## src/rtl/conv_pkg.sv

```systemverilog
// Shared types and width helpers for the convolution output-channel scheduler.
package conv_pkg;

    localparam int DEFAULT_DATA_WIDTH   = 8;
    localparam int DEFAULT_WEIGHT_WIDTH = 8;
    localparam int DEFAULT_OUTPUT_WIDTH = 20;

    typedef enum logic [2:0] {
        IDLE  = 3'd0,
        FETCH = 3'd1,
        WAIT  = 3'd2,
        CALC  = 3'd3,
        OUT   = 3'd4
    } state_t;

    function automatic int win_width(input int in_ch, input int k, input int dw);
        return in_ch * k * k * dw;
    endfunction

    function automatic int wt_width(input int in_ch, input int k, input int ww);
        return in_ch * k * k * ww;
    endfunction

endpackage

```

## src/rtl/conv_oc_scheduler.sv

```systemverilog
// Walks one latched input window through every output-channel filter of a combinational MAC.
// Optional perf counters (stall cycles, completed windows) are enabled with CONV_OC_SCHED_PERF_EN.
module conv_oc_scheduler
    import conv_pkg::*;
#(
    parameter int DATA_WIDTH   = DEFAULT_DATA_WIDTH,
    parameter int WEIGHT_WIDTH = DEFAULT_WEIGHT_WIDTH,
    parameter int KERNEL_SIZE  = 3,
    parameter int IN_CHANNEL   = 3,
    parameter int OUT_CHANNEL  = 4,
    parameter int OUTPUT_WIDTH = DEFAULT_OUTPUT_WIDTH,
    parameter int OC_WIDTH     = (OUT_CHANNEL > 1) ? $clog2(OUT_CHANNEL) : 1,
    localparam int WIN_W       = win_width(IN_CHANNEL, KERNEL_SIZE, DATA_WIDTH),
    localparam int WT_W        = wt_width(IN_CHANNEL, KERNEL_SIZE, WEIGHT_WIDTH)
) (
    input  logic                    clk,
    input  logic                    rst,
    input  logic                    win_valid,
    output logic                    win_ready,
    input  logic [WIN_W-1:0]        win_data,
    output logic                    wt_rd_en,
    output logic [OC_WIDTH-1:0]     wt_rd_addr,
    input  logic [WT_W-1:0]         wt_rd_data,
    output logic [WIN_W-1:0]        mac_window,
    output logic                    mac_window_valid,
    output logic [WT_W-1:0]         mac_weight,
    output logic                    mac_weight_valid,
    input  logic [OUTPUT_WIDTH-1:0] mac_conv_out,
    input  logic                    mac_conv_valid,
    output logic                    out_valid,
    input  logic                    out_ready,
    output logic [OUTPUT_WIDTH-1:0] out_data,
    output logic [OC_WIDTH-1:0]     out_ch,
    output logic                    out_last,
    output logic                    busy,
    output logic [2:0]              dbg_state
`ifdef CONV_OC_SCHED_PERF_EN
    ,
    output logic [31:0]             perf_stall_cnt,
    output logic [31:0]             perf_win_cnt
`endif
);

    // Handshakes: a transfer happens on a rising edge where valid && ready; the
    // source holds data stable while valid is high and ready is low.

    localparam logic [OC_WIDTH-1:0] LAST_OC = OC_WIDTH'(OUT_CHANNEL - 1);

    state_t              state;
    logic [OC_WIDTH-1:0] oc;
    logic [WIN_W-1:0]    win_reg;
    logic [WT_W-1:0]     wt_reg;

    assign win_ready  = (state == IDLE);
    assign mac_window = win_reg;
    assign mac_weight = wt_reg;
    assign dbg_state  = state;

    always_ff @(posedge clk or posedge rst) begin
        if (rst) begin
            state            <= IDLE;
            oc               <= '0;
            win_reg          <= '0;
            wt_reg           <= '0;
            wt_rd_en         <= 1'b0;
            wt_rd_addr       <= '0;
            mac_window_valid <= 1'b0;
            mac_weight_valid <= 1'b0;
            out_valid        <= 1'b0;
            out_data         <= '0;
            out_ch           <= '0;
            out_last         <= 1'b0;
            busy             <= 1'b0;
        end else begin
            case (state)
                IDLE: begin
                    if (win_valid) begin
                        win_reg    <= win_data;
                        oc         <= '0;
                        wt_rd_addr <= '0;
                        wt_rd_en   <= 1'b1;
                        busy       <= 1'b1;
                        state      <= FETCH;
                    end
                end
                FETCH: begin
                    wt_rd_en <= 1'b0;
                    state    <= WAIT;
                end
                // Memory data arrives one cycle after the strobe, so it is captured here.
                WAIT: begin
                    wt_reg           <= wt_rd_data;
                    mac_window_valid <= 1'b1;
                    mac_weight_valid <= 1'b1;
                    state            <= CALC;
                end
                CALC: begin
                    out_data         <= mac_conv_out;
                    out_ch           <= oc;
                    out_last         <= (oc == LAST_OC);
                    mac_window_valid <= 1'b0;
                    mac_weight_valid <= 1'b0;
                    out_valid        <= 1'b1;
                    state            <= OUT;
                end
                OUT: begin
                    if (out_ready) begin
                        out_valid <= 1'b0;
                        if (out_last) begin
                            busy  <= 1'b0;
                            state <= IDLE;
                        end else begin
                            oc         <= oc + 1'b1;
                            wt_rd_addr <= oc + 1'b1;
                            wt_rd_en   <= 1'b1;
                            state      <= FETCH;
                        end
                    end
                end
                default: begin
                    state     <= IDLE;
                    busy      <= 1'b0;
                    wt_rd_en  <= 1'b0;
                    out_valid <= 1'b0;
                end
            endcase
        end
    end

`ifdef CONV_OC_SCHED_PERF_EN
    always_ff @(posedge clk or posedge rst) begin
        if (rst) begin
            perf_stall_cnt <= '0;
            perf_win_cnt   <= '0;
        end else begin
            if (out_valid && !out_ready && perf_stall_cnt != 32'hFFFF_FFFF) begin
                perf_stall_cnt <= perf_stall_cnt + 32'd1;
            end
            if (out_valid && out_ready && out_last && perf_win_cnt != 32'hFFFF_FFFF) begin
                perf_win_cnt <= perf_win_cnt + 32'd1;
            end
        end
    end
`endif

`ifndef SYNTHESIS
    // The MAC is combinational, so its valid must already be up while CALC samples it.
    always_ff @(posedge clk) begin
        if (!rst && state == CALC) begin
            assert (mac_conv_valid)
            else $error("conv_oc_scheduler: mac_conv_valid low in CALC");
        end
    end
`endif

endmodule

```

## config.mk

```make
export PLATFORM = sky130hd
export DESIGN_NAME = conv_oc_scheduler
export DESIGN_NICKNAME = d
export VERILOG_FILES = /design/src/rtl/conv_pkg.sv /design/src/rtl/conv_oc_scheduler.sv
export SDC_FILE = /design/constraint.sdc
export NUM_CORES = 1
export LEC_CHECK = 0
export CELL_PAD_IN_SITES_DETAIL_PLACEMENT = 1
export CELL_PAD_IN_SITES_GLOBAL_PLACEMENT = 1
export CORE_AREA = 10 10 350 352
export CTS_CLUSTER_DIAMETER = 100
export DETAILED_ROUTE_END_ITERATION = 6
export DIE_AREA = 0 0 360 362
export HOLD_SLACK_MARGIN = 0.02
export PLACE_DENSITY_LB_ADDON = 0.1
export SYNTH_ARGS = -nofsm -noshare
export SYNTH_HDL_FRONTEND = slang
export SYNTH_SLANG_ARGS = --single-unit
```

## constraint.sdc

```tcl
create_clock -name clk -period 45.5 [get_ports clk]
set_clock_uncertainty 0.05 [all_clocks]
set_input_delay 4.55 -clock clk [delete_from_list [all_inputs] [get_ports clk]]
set_output_delay 4.55 -clock clk [all_outputs]
set_load 0.05 [all_outputs]
```

Yosys cells after proc, flatten, opt, wreduce, memory -nomap -nowiden
Index checks and enable logic that the tools add are counted.
{"block": "word_totals", "reg_bits": 464, "input_bits": 457, "elab_cells": 54}
{"block": "op_classes", "addsub": 1, "eq_ne": 9, "mux": 18, "bitwise": 3, "n_reduce_logical": 12}
{"cell": "one-hot mux 3 bit (5 select lines)", "n": 1}
{"cell": "AND reduction 4 bit", "n": 3}
{"cell": "one-hot mux 1 bit (3 select lines)", "n": 3}
{"cell": "!= test 2 bit (second input constant)", "n": 4}
{"cell": "2-to-1 mux 1 bit", "n": 7}
{"cell": "equality test 3 x 2 -> 1 bit (second input constant)", "n": 2}
{"cell": "2-to-1 mux 2 bit", "n": 3}
{"cell": "2-to-1 mux 3 bit", "n": 2}
{"cell": "AND reduction 2 bit", "n": 3}
{"cell": "OR reduction 3 bit", "n": 2}
{"cell": "one-hot mux 2 bit (2 select lines)", "n": 1}
{"cell": "nonzero test 2 bit", "n": 2}
{"cell": "equality test 3 x 1 -> 1 bit (second input constant)", "n": 1}
{"cell": "equality test 3 bit (second input constant)", "n": 1}
{"cell": "zero test 3 bit", "n": 1}
{"cell": "NOT 1 bit", "n": 3}
{"cell": "adder 2 x 1 -> 2 bit (second input constant)", "n": 1}
{"cell": "equality test 2 bit (second input constant)", "n": 1}
{"cell": "one-hot mux 1 bit (2 select lines)", "n": 1}
{"cell": "OR reduction 2 bit", "n": 1}

Logic depth before layout (Yosys ltp)
Gate-level depths: netlist (run 1).
{"block": "logic_depth", "depth_word": 4, "mapped_depth": 7, "ltp_nobuf": 3}

Worst setup path after synthesis (run 1)
No wires, ideal clock.
{"block": "synth_path", "path_type": "reg-to-output", "from": "register state[0], in the netlist dbg_state[0]", "to": "output port win_ready", "arrival_ps": 1759, "required_time_ps": 40900, "setup_slack_ps": 39141, "stages_incl_launch_ff": 4, "n_path_buf": 1, "cell_sequence": "dfrtp_1 > buf_4 > or2_2 > nor2_1"}
{"block": "synth_between", "elab_chain_len": 1}
{"item": "from (decl)", "line": "conv_oc_scheduler.sv:49", "text": "state_t state;"}
{"item": "from (signal assigned)", "line": "conv_oc_scheduler.sv:61", "text": "state <= IDLE;"}
{"item": "from (signal assigned)", "line": "conv_oc_scheduler.sv:83", "text": "state <= FETCH;"}
{"item": "from (signal assigned)", "line": "conv_oc_scheduler.sv:88", "text": "state <= WAIT;"}
{"item": "zero test 3 bit", "line": "conv_oc_scheduler.sv:54", "text": "assign win_ready = (state == IDLE);"}
{"item": "to (decl)", "line": "conv_oc_scheduler.sv:19", "text": "output logic win_ready,"}
Every way passes these cells.

==> flow_summary.ini, run 1 <==
[floorplan]
die_h_um = 362
num_rows = 125
start_util = 0.1562
io_pins = 923
core_area_mm2 = 0.1154
die_area_mm2 = 0.1303
dieWidth_um = 360

[setup_path]
path_buf_inv = 5
path_max_fanout = 101
cp_cell_sequence = clkdlybuf4s50_1 -> inv_8 -> buf_4 -> buf_4 -> buf_4
crit_top_cell = buf_4
crit_slowest_cell = buf_4
slowest_delay_ns = 0.85
critPathTopFamily = buffers and inverters
crit_arrival_ns = 8.33
cp.required_ns = 46.07
cp-end-kind = asynchronous set/reset pin
ff2ff_path_depth = 5
setup.worst_path.class = in2async
cp.depth = 5
critPathLaunchType = primary input

[layout]
drive_gt1_frac = 0.2855
layout_commonest_cell = clkdlybuf4s50_1
fillCellCount = 12410
fin_nets = 2419
fin_cells = 3543
final_area_mm2 = 0.03085
multi_input_area_mm2 = 0.005869
area_delta_synth_final_pct = 71.10
final_cell_mix = 921 x clkdlybuf4s50_1, 464 x dfrtp_1, 315 x mux2_2
regArea_mm2 = 0.01161

[global_route]
antenna_found_initial = 27
track_usage = 0.1289
grt_overflow = 0
grt_pass1_vias = 14490
grt_pass1_wl_um = 120300
grt_start_max_net_pins = 102

[synthesis]
syn-cell-area_mm2 = 0.01803
synth_seq_area_share = 0.6440
syn_avg_cell_area_um2 = 17.89
yosys.cell_types.count = 33
synth_mux_area_frac = 0.3133
ys_ff_latch = 464
synth_fa_ha_area_frac = 0.0006939
synth-xor-area-share = 0.0004857
synth-compound-area-share = 0.004719
synth_top_family_by_area = multiplexers
ys_warn_count = 0
synth-simple-area-share = 0.006315
synthCells = 1008
syn_nets = 1466

[hold_path]
hold_class = reg2reg
holdPathStages = 1

[clock_tree]
clock_sinks = 464
cts_tree = yes
clock_insertion_delay_worst_skew_ns = 0.60
clk_path_buf_depth = 3
postCtsSetupBuffers = 0
cts_buffers = 68
clock-root-buffer = clkbuf_16
clkTransAtPathRegs_ns = 0.05
post_cts_resized = 0
htreeDepth = 3
cts_hold_buffers = 0

[power_and_ir_drop]
irDropWorstVdd_mv = 0.03824
leakage_nw = 12.45
power_density_mw_per_mm2 = 98.39

[sta]
fmax_ghz = 0.1288
tightest_slew_ns = 1.109
timing.slew.headroom = 0.2609
drv_slew = 0
hold_ws_ns = 0.4517
rsz0062_at_grt = false
timing.final.crit_period_ns = 7.764
setup_viol = 0
finalCritPeriodShare = 0.1706
tns_ns = 0
hold_viol = 0

[detailed_routing]
wire_per_inst_um = 24.47
first_iter_violations = 400
vias_per_cell = 3.576
drtAntennaViolNets = 0
via_count = 12670
route.detailed.drc = 0
wl_um = 86690
firstDrtPassIters = 4

[placement]
dpl_cell_area_mm2 = 0.02874
dp_hpwl_um = 67090
place_inst = 3415
io_buffer_count = 921
globalplace.congestion = 0.7502

[run_status]
status = finished clean

[flow_run]
maxCapViolations = 0
Yosys cell counts, drive strengths merged:
| master | number | area, um2 |
|---|---|---|
| a211oi | 1 | 7.510 |
| nand4 | 1 | 6.260 |
| o22ai | 1 | 6.260 |
| o21ai | 3 | 15.01 |
| mux2 | 455 | 5649 |
| inv | 3 | 11.26 |
| buf | 52 | 535.5 |
| and3 | 1 | 11.26 |
| nand3 | 1 | 5.000 |
| a21o | 1 | 7.510 |
| a21oi | 2 | 10.01 |
| a22oi | 1 | 7.510 |
| nand2b | 2 | 12.51 |
| dfrtp | 464 | 11610 |
| o31ai | 1 | 7.510 |
| o211ai | 2 | 15.01 |
| nand3b | 1 | 7.510 |
| nor2 | 5 | 33.78 |
| clkbuf | 1 | 3.750 |
| or2 | 1 | 6.260 |
| nor2b | 1 | 6.260 |
| xnor2 | 1 | 8.760 |
| nor3 | 1 | 5.000 |
| nand2 | 3 | 11.26 |
| ha | 1 | 12.51 |
| nand4b | 1 | 8.760 |
| a2bb2oi | 1 | 8.760 |
routing by layer:
layer  share of wire  GRT usage  up-vias
met1            0.34     0.1227     6454
met2            0.53     0.2355      556
met4           0.025    0.04158       30
li1                -          -     5492
met3            0.11    0.06960      138
met5          0.0022          0        -
final timing paths:
kind / start / end / slack, ns
max: rst / mac_window[111]$_DFFE_PP0P_ / 37.74
min in group asynchronous: rst / out_data[5]$_DFFE_PP0P_ / 4.39
max reg2reg: dbg_state[1]$_DFFE_PP0P_ / mac_window[212]$_DFFE_PP0P_ / 41.68
min reg2reg: mac_window[201]$_DFFE_PP0P_ / mac_window[201]$_DFFE_PP0P_ / 0.45
max in group clk: win_valid / mac_window[212]$_DFFE_PP0P_ / 37.88
min: mac_window[201]$_DFFE_PP0P_ / mac_window[201]$_DFFE_PP0P_ / 0.45
state kept, by name, summed over array words and instances (netlist names):
signal / flops
mac_weight: 216
mac_window: 216
out_data: 20
dbg_state: 3
oc: 2
out_ch: 2
busy: 1
mac_weight_valid: 1
out_last: 1
out_valid: 1
wt_rd_en: 1
report_power, final:
group          internal [mW]  switching, mW
Combinational          0.670           1.11
Clock                  0.303          0.202
Sequential             0.629          0.118
layout make-up:
type                       count  share of cell area
multi-input combinational    488              0.1903
clock inverter                17            0.004015
sequential                   464              0.3764
timing repair buffer         936              0.3025
inverter                       3           0.0006083
tap                         1524             0.06181
clock buffer                  99             0.06351
antenna                       12           0.0009734
stage by stage:
step | worst slack, ns | util | total power [mW]
final | 37.74 | 0.2673 | 3.036
after global routing | 37.15 | 0.2671 | 3.187
after CTS | 37.57 | 0.2670 | 3.109
after detailed placement | 36.89 | 0.2490 | 2.572
after global placement | 36.93 | 0.2490 | 2.561
after floorplan | 27.96 | - | 1.915
worst register-to-register path, delay by kind of cell, from the launching register on:
kind	cells	cell delay [ns]
buffers and inverters	2	1.77
and+or+nand+nor	2	0.89
DFF	1	0.50
muxes	1	0.49
cell families (layout without fill, tap and decap cells):
logic type               count (synthesis)  after routing
flip-flops                             464            464
multiplexers                           455            455
buffers and inverters                   56           1055
AND/OR/NAND/NOR                         18             18
AO/OA/AOI/OAI                           13             13
adder cells (fa/ha/maj)                  1              1
XOR/XNOR                                 1              1
other                                    0             12
Note: power is estimated with default switching activity, not from simulation.
==> inputs of run 2 (changes only) <==
--- a/config.mk
+++ b/config.mk
@@ -7,10 +7,10 @@
 export LEC_CHECK = 0
 export CELL_PAD_IN_SITES_DETAIL_PLACEMENT = 1
 export CELL_PAD_IN_SITES_GLOBAL_PLACEMENT = 1
-export CORE_AREA = 10 10 350 352
+export CORE_AREA = 10 10 353 355
 export CTS_CLUSTER_DIAMETER = 100
 export DETAILED_ROUTE_END_ITERATION = 6
-export DIE_AREA = 0 0 360 362
+export DIE_AREA = 0 0 363 365
 export HOLD_SLACK_MARGIN = 0.02
 export PLACE_DENSITY_LB_ADDON = 0.1
 export SYNTH_ARGS = -nofsm -noshare
==> constraint.sdc (replaced) <==
create_clock -name clk -period 6.64 [get_ports clk]
set_clock_uncertainty 0.05 [all_clocks]
set_input_delay 0.664 -clock clk [delete_from_list [all_inputs] [get_ports clk]]
set_output_delay 0.664 -clock clk [all_outputs]
set_load 0.05 [all_outputs]
==> flow_summary.ini, run 2 (synthesis results as in run 1) <==
[clock_tree]
clock-root-buffer = clkbuf_16
cts_tree = yes
clock_insertion_delay_worst_skew_ns = 0.61
clock_sinks = 464
post_cts_resized = 0
cts_hold_buffers = 0
clk_path_buf_depth = 3
cts_buffers = 66
postCtsSetupBuffers = 0
clkTransAtPathRegs_ns = 0.06
htreeDepth = 3

[power_and_ir_drop]
clkPwrFrac = 0.169
p_switching_mw = 9.790
intPower_mw = 11.03
irDropWorstVdd_mv = 0.2785
swShare = 0.4702
seq_power_share = 0.246
leakage_nw = 12.48
power_density_mw_per_mm2 = 672.2
p_total_mw = 20.82
power_frac_comb = 0.585

[detailed_routing]
route.detailed.drc = 0
drtAntennaViolNets = 0
wl_um = 84090
first_iter_violations = 368
vias_per_cell = 3.576
via_count = 12710
firstDrtPassIters = 4
wire_per_inst_um = 23.65

[flow_run]
maxCapViolations = 0

[setup_path]
cp-end-kind = output port
crit_arrival_ns = 2.50
critPathLaunchType = register
setup.worst_path.class = reg2out
cp.required_ns = 5.93
path_max_fanout = 9
crit_start = dbg_state[1]$_DFFE_PP0P_
cp_cell_sequence = or2_2 -> nor2_1 -> clkdlybuf4s50_1
crit_slowest_cell = clkdlybuf4s50_1
r2r-start = dbg_state[2]$_DFFE_PP0P_
slowest_delay_ns = 0.88

[sta]
timing.final.crit_period_ns = 3.218
drv_slew = 0
finalCritPeriodShare = 0.4847
setup_viol = 0
hold_viol = 0
timing.slew.headroom = 0.3016
tightest_slew_ns = 1.048
fmax_ghz = 0.3107
rsz0062_at_grt = false
setup_slack_ns = 3.422

[global_route]
track_usage = 0.1208
grt_pass1_vias = 14540
grt_start_max_net_pins = 144
grt_overflow = 0
antenna_found_initial = 26
grt_pass1_wl_um = 114700

[floorplan]
core_area_mm2 = 0.1175
die_area_mm2 = 0.1325
num_rows = 126
io_pins = 923
die_h_um = 365
start_util = 0.1535
dieWidth_um = 363

[placement]
post-place-ws_ns = 3.033
dp_hpwl_um = 65320
globalplace.congestion = 0.7261
place_inst = 3427
io_buffer_count = 921

[layout]
final_core_util = 0.2637
fin_cells = 3555
area_delta_synth_final_pct = 71.79
final_cell_mix = 921 x clkdlybuf4s50_1, 464 x dfrtp_1, 315 x mux2_2
drive_gt1_frac = 0.2854
layout_commonest_cell = clkdlybuf4s50_1
fin_nets = 2417

[run_status]
status = finished clean

[hold_path]
hold_class = in2async
[run 2: critical path: cells and delay by family (launching register included)]
kind | cells | cell delay [ns]
buffers and inverters | 1 | 0.88
and+or+nand+nor | 2 | 0.51
DFF | 1 | 0.49
[run 2: per-layer routing]
layer  GRT usage  wire, um  share of wire
met3     0.06618      9910           0.12
met1      0.1116     27000           0.32
met5           0       201         0.0024
met2      0.2203     44090           0.52
met4     0.04708      2888          0.034
[run 2: layout make-up]
cell class                 count  area (um2)
timing repair buffer         936        9382
fill                       12640       86480
tap                         1536        1922
multi-input combinational    488        5869
antenna                       11       27.53
sequential                   464       11610
inverter                       3       15.01
clock inverter                15       180.2
clock buffer                 102        1968
[run 2: power by group through the flow]
stage,Clock [mW],Sequential [mW],Combinational (mW)
floorplan,0,10.2,2.97
global placement,0,5.13,12.4
detailed placement,0,5.19,12.4
CTS,3.71,5.17,12.4
global route,3.83,5.34,12.7
finish,3.51,5.13,12.2
[run 2: worst paths after layout]
check,to,slack (ns),cells past startpoint
worst max-delay path,win_ready,3.42,3
worst min-delay path,mac_weight[141]$_DFFE_PP0P_,0.43,2
worst max register to register,mac_window[88]$_DFFE_PP0P_,3.69,4
worst min register to register,out_data[3]$_DFFE_PP0P_,0.45,1
max in group asynchronous,mac_weight[51]$_DFFE_PP0P_,4.52,4
min in group clk,out_data[3]$_DFFE_PP0P_,0.45,1
[run 2: stage by stage]
step                      setup TNS [ns]  hold WS, ns  cell area [um2]
after global placement                 0       0.4401            28800
after CTS                              0       0.4021            30950
after floorplan                  -164.69       0.6967            18030
after detailed placement               0       0.4418            28800
final                                  0       0.4269            30970
after global routing                   0       0.4322            30970
==> inputs of run 3 (changes only) <==
==> constraint.sdc (replaced) <==
create_clock -name clk -period 2.9 [get_ports clk]
set_clock_uncertainty 0.05 [all_clocks]
set_input_delay 0.29 -clock clk [delete_from_list [all_inputs] [get_ports clk]]
set_output_delay 0.29 -clock clk [all_outputs]
set_load 0.05 [all_outputs]
==> flow_summary.ini, run 3 (synthesis results as in run 1) <==
[setup_path]
r2r_end = mac_window[52]$_DFFE_PP0P_
ff2ff_path_depth = 5
cp.depth = 3
cp_cell_sequence = or2_2 -> nor2_1 -> dlygate4sd2_1
crit_start = dbg_state[1]$_DFFE_PP0P_
setup.worst_path.class = reg2out
critPathTopFamily = buffers and inverters
cp.required_ns = 2.56
r2r-start = dbg_state[1]$_DFFE_PP0P_
reg2reg_setup_slack_ns = 0.75
critPathLaunchType = register
slowest_delay_ns = 0.60
path_max_fanout = 9
crit_slowest_cell = dlygate4sd2_1
path_buf_inv = 1
endpoint = win_ready
crit_arrival_ns = 2.20
cp-end-kind = output port

[power_and_ir_drop]
intPower_mw = 25.31
leakage_nw = 12.63
clkPwrFrac = 0.166
seq_power_share = 0.245
p_switching_mw = 22.52
swShare = 0.4708
power_frac_comb = 0.588
irDropWorstVdd_mv = 0.6830
power_density_mw_per_mm2 = 1530

[clock_tree]
cts_tree = yes
htreeDepth = 3
postCtsSetupBuffers = 0
cts_buffers = 66
clk_path_buf_depth = 3
clkTransAtPathRegs_ns = 0.06
clock-root-buffer = clkbuf_16
clock_sinks = 464
clock_insertion_delay_worst_skew_ns = 0.61

[layout]
multi_input_area_mm2 = 0.005869
drive_gt1_frac = 0.2922
fillCellCount = 12670
regArea_mm2 = 0.01161
layout_commonest_cell = clkdlybuf4s50_1
fin_nets = 2443
final_cell_mix = 920 x clkdlybuf4s50_1, 464 x dfrtp_1, 315 x mux2_2
area_delta_synth_final_pct = 73.38

[sta]
tns_ns = 0
setup_slack_ns = 0.3618
hold_viol = 0
tightest_slew_ns = 0.7348
timing.final.crit_period_ns = 2.538
setup_viol = 0
drv_slew = 0
rsz0062_at_grt = false
fmax_ghz = 0.3940
finalCritPeriodShare = 0.8753
timing.slew.headroom = 0.5086

[detailed_routing]
wire_per_inst_um = 23.79
first_iter_violations = 442
drtAntennaViolNets = 0
via_count = 12800
vias_per_cell = 3.573
wl_um = 85190
route.detailed.drc = 0
firstDrtPassIters = 4

[floorplan]
die_h_um = 365
core_area_mm2 = 0.1175
die_area_mm2 = 0.1325
dieWidth_um = 363
num_rows = 126
io_pins = 923
start_util = 0.1535

[placement]
io_buffer_count = 921
dp_hpwl_um = 67690
globalplace.congestion = 0.7573
post-place-ws_ns = 0.4940

[global_route]
antenna_found_initial = 27
grt_overflow = 0
track_usage = 0.1225
grt_start_max_net_pins = 89
grt_pass1_wl_um = 116200
grt_pass1_vias = 14580

[hold_path]
min-delay-start = win_data[27]
hold_class = in2reg

[run_status]
status = finished clean

[flow_run]
maxCapViolations = 0
-- run 3: power by group through the flow --
stage / sequential, mW / clock [mW] / combinational [mW]
global placement: 11.7 / 0 / 28.5
global route: 12.2 / 8.64 / 29.2
detailed placement: 11.9 / 0 / 28.6
finish: 11.7 / 7.94 / 28.1
CTS: 11.8 / 8.35 / 28.7
floorplan: 23.3 / 0 / 6.79
-- run 3: worst min-delay path by stage --
stage	end	slack [ns]	cells past startpoint
after floorplan	dbg_state[2]$_DFFE_PP0P_	0.35	1
after global routing	mac_window[189]$_DFFE_PP0P_	0.18	2
after global placement	out_data[5]$_DFFE_PP0P_	0.44	1
after detailed placement	mac_window[33]$_DFFE_PP0P_	0.44	1
final	mac_window[27]$_DFFE_PP0P_	0.24	2
after CTS	mac_window[21]$_DFFE_PP0P_	0.16	2
-- run 3: cell type report --
| type | instances | area share |
|---|---|---|
| Sequential cell | 464 | 0.3714 |
| Timing Repair Buffer | 962 | 0.3108 |
| Multi-Input combinational cell | 488 | 0.1877 |
| Tap cell | 1536 | 0.06147 |
| Clock buffer | 100 | 0.06111 |
| Clock inverter | 16 | 0.006043 |
| Antenna cell | 12 | 0.0009605 |
| Inverter | 3 | 0.0004803 |
-- run 3: routing by layer --
| metal | up-vias | track usage | share of wire |
|---|---|---|---|
| met1 | 6514 | 0.1152 | 0.33 |
| met5 | - | 0 | 0.0022 |
| met3 | 139 | 0.06735 | 0.11 |
| li1 | 5533 | - | - |
| met4 | 28 | 0.03980 | 0.029 |
| met2 | 582 | 0.2242 | 0.53 |
-- run 3: metrics by stage --
stage	instance area [um2]	instances	hold slack (ns)	util	total power [mW]
after CTS	31230	3569	0.1639	0.2659	48.86
after floorplan	18030	1008	0.3542	-	30.04
after global routing	31260	3578	0.1795	0.2661	50.11
final	31260	3581	0.2360	0.2662	47.82
after detailed placement	29120	3452	0.4434	0.2480	40.50
after global placement	29120	3452	0.4402	0.2480	40.30
-- run 3: what timing repair did --
item,4_1_cts,5_1_grt
hold endpoints to repair,2,0
resized for setup,1,0
hold buffers,1,0
setup endpoints to repair,1,0
-- run 3: worst register-to-register path, stage by stage, from the launching register on --
cell,delay (ns)
dfrtp_1,0.49
nor2_4,0.22
and3_4,0.26
buf_12,0.23
buf_4,0.44
mux2_4,0.34
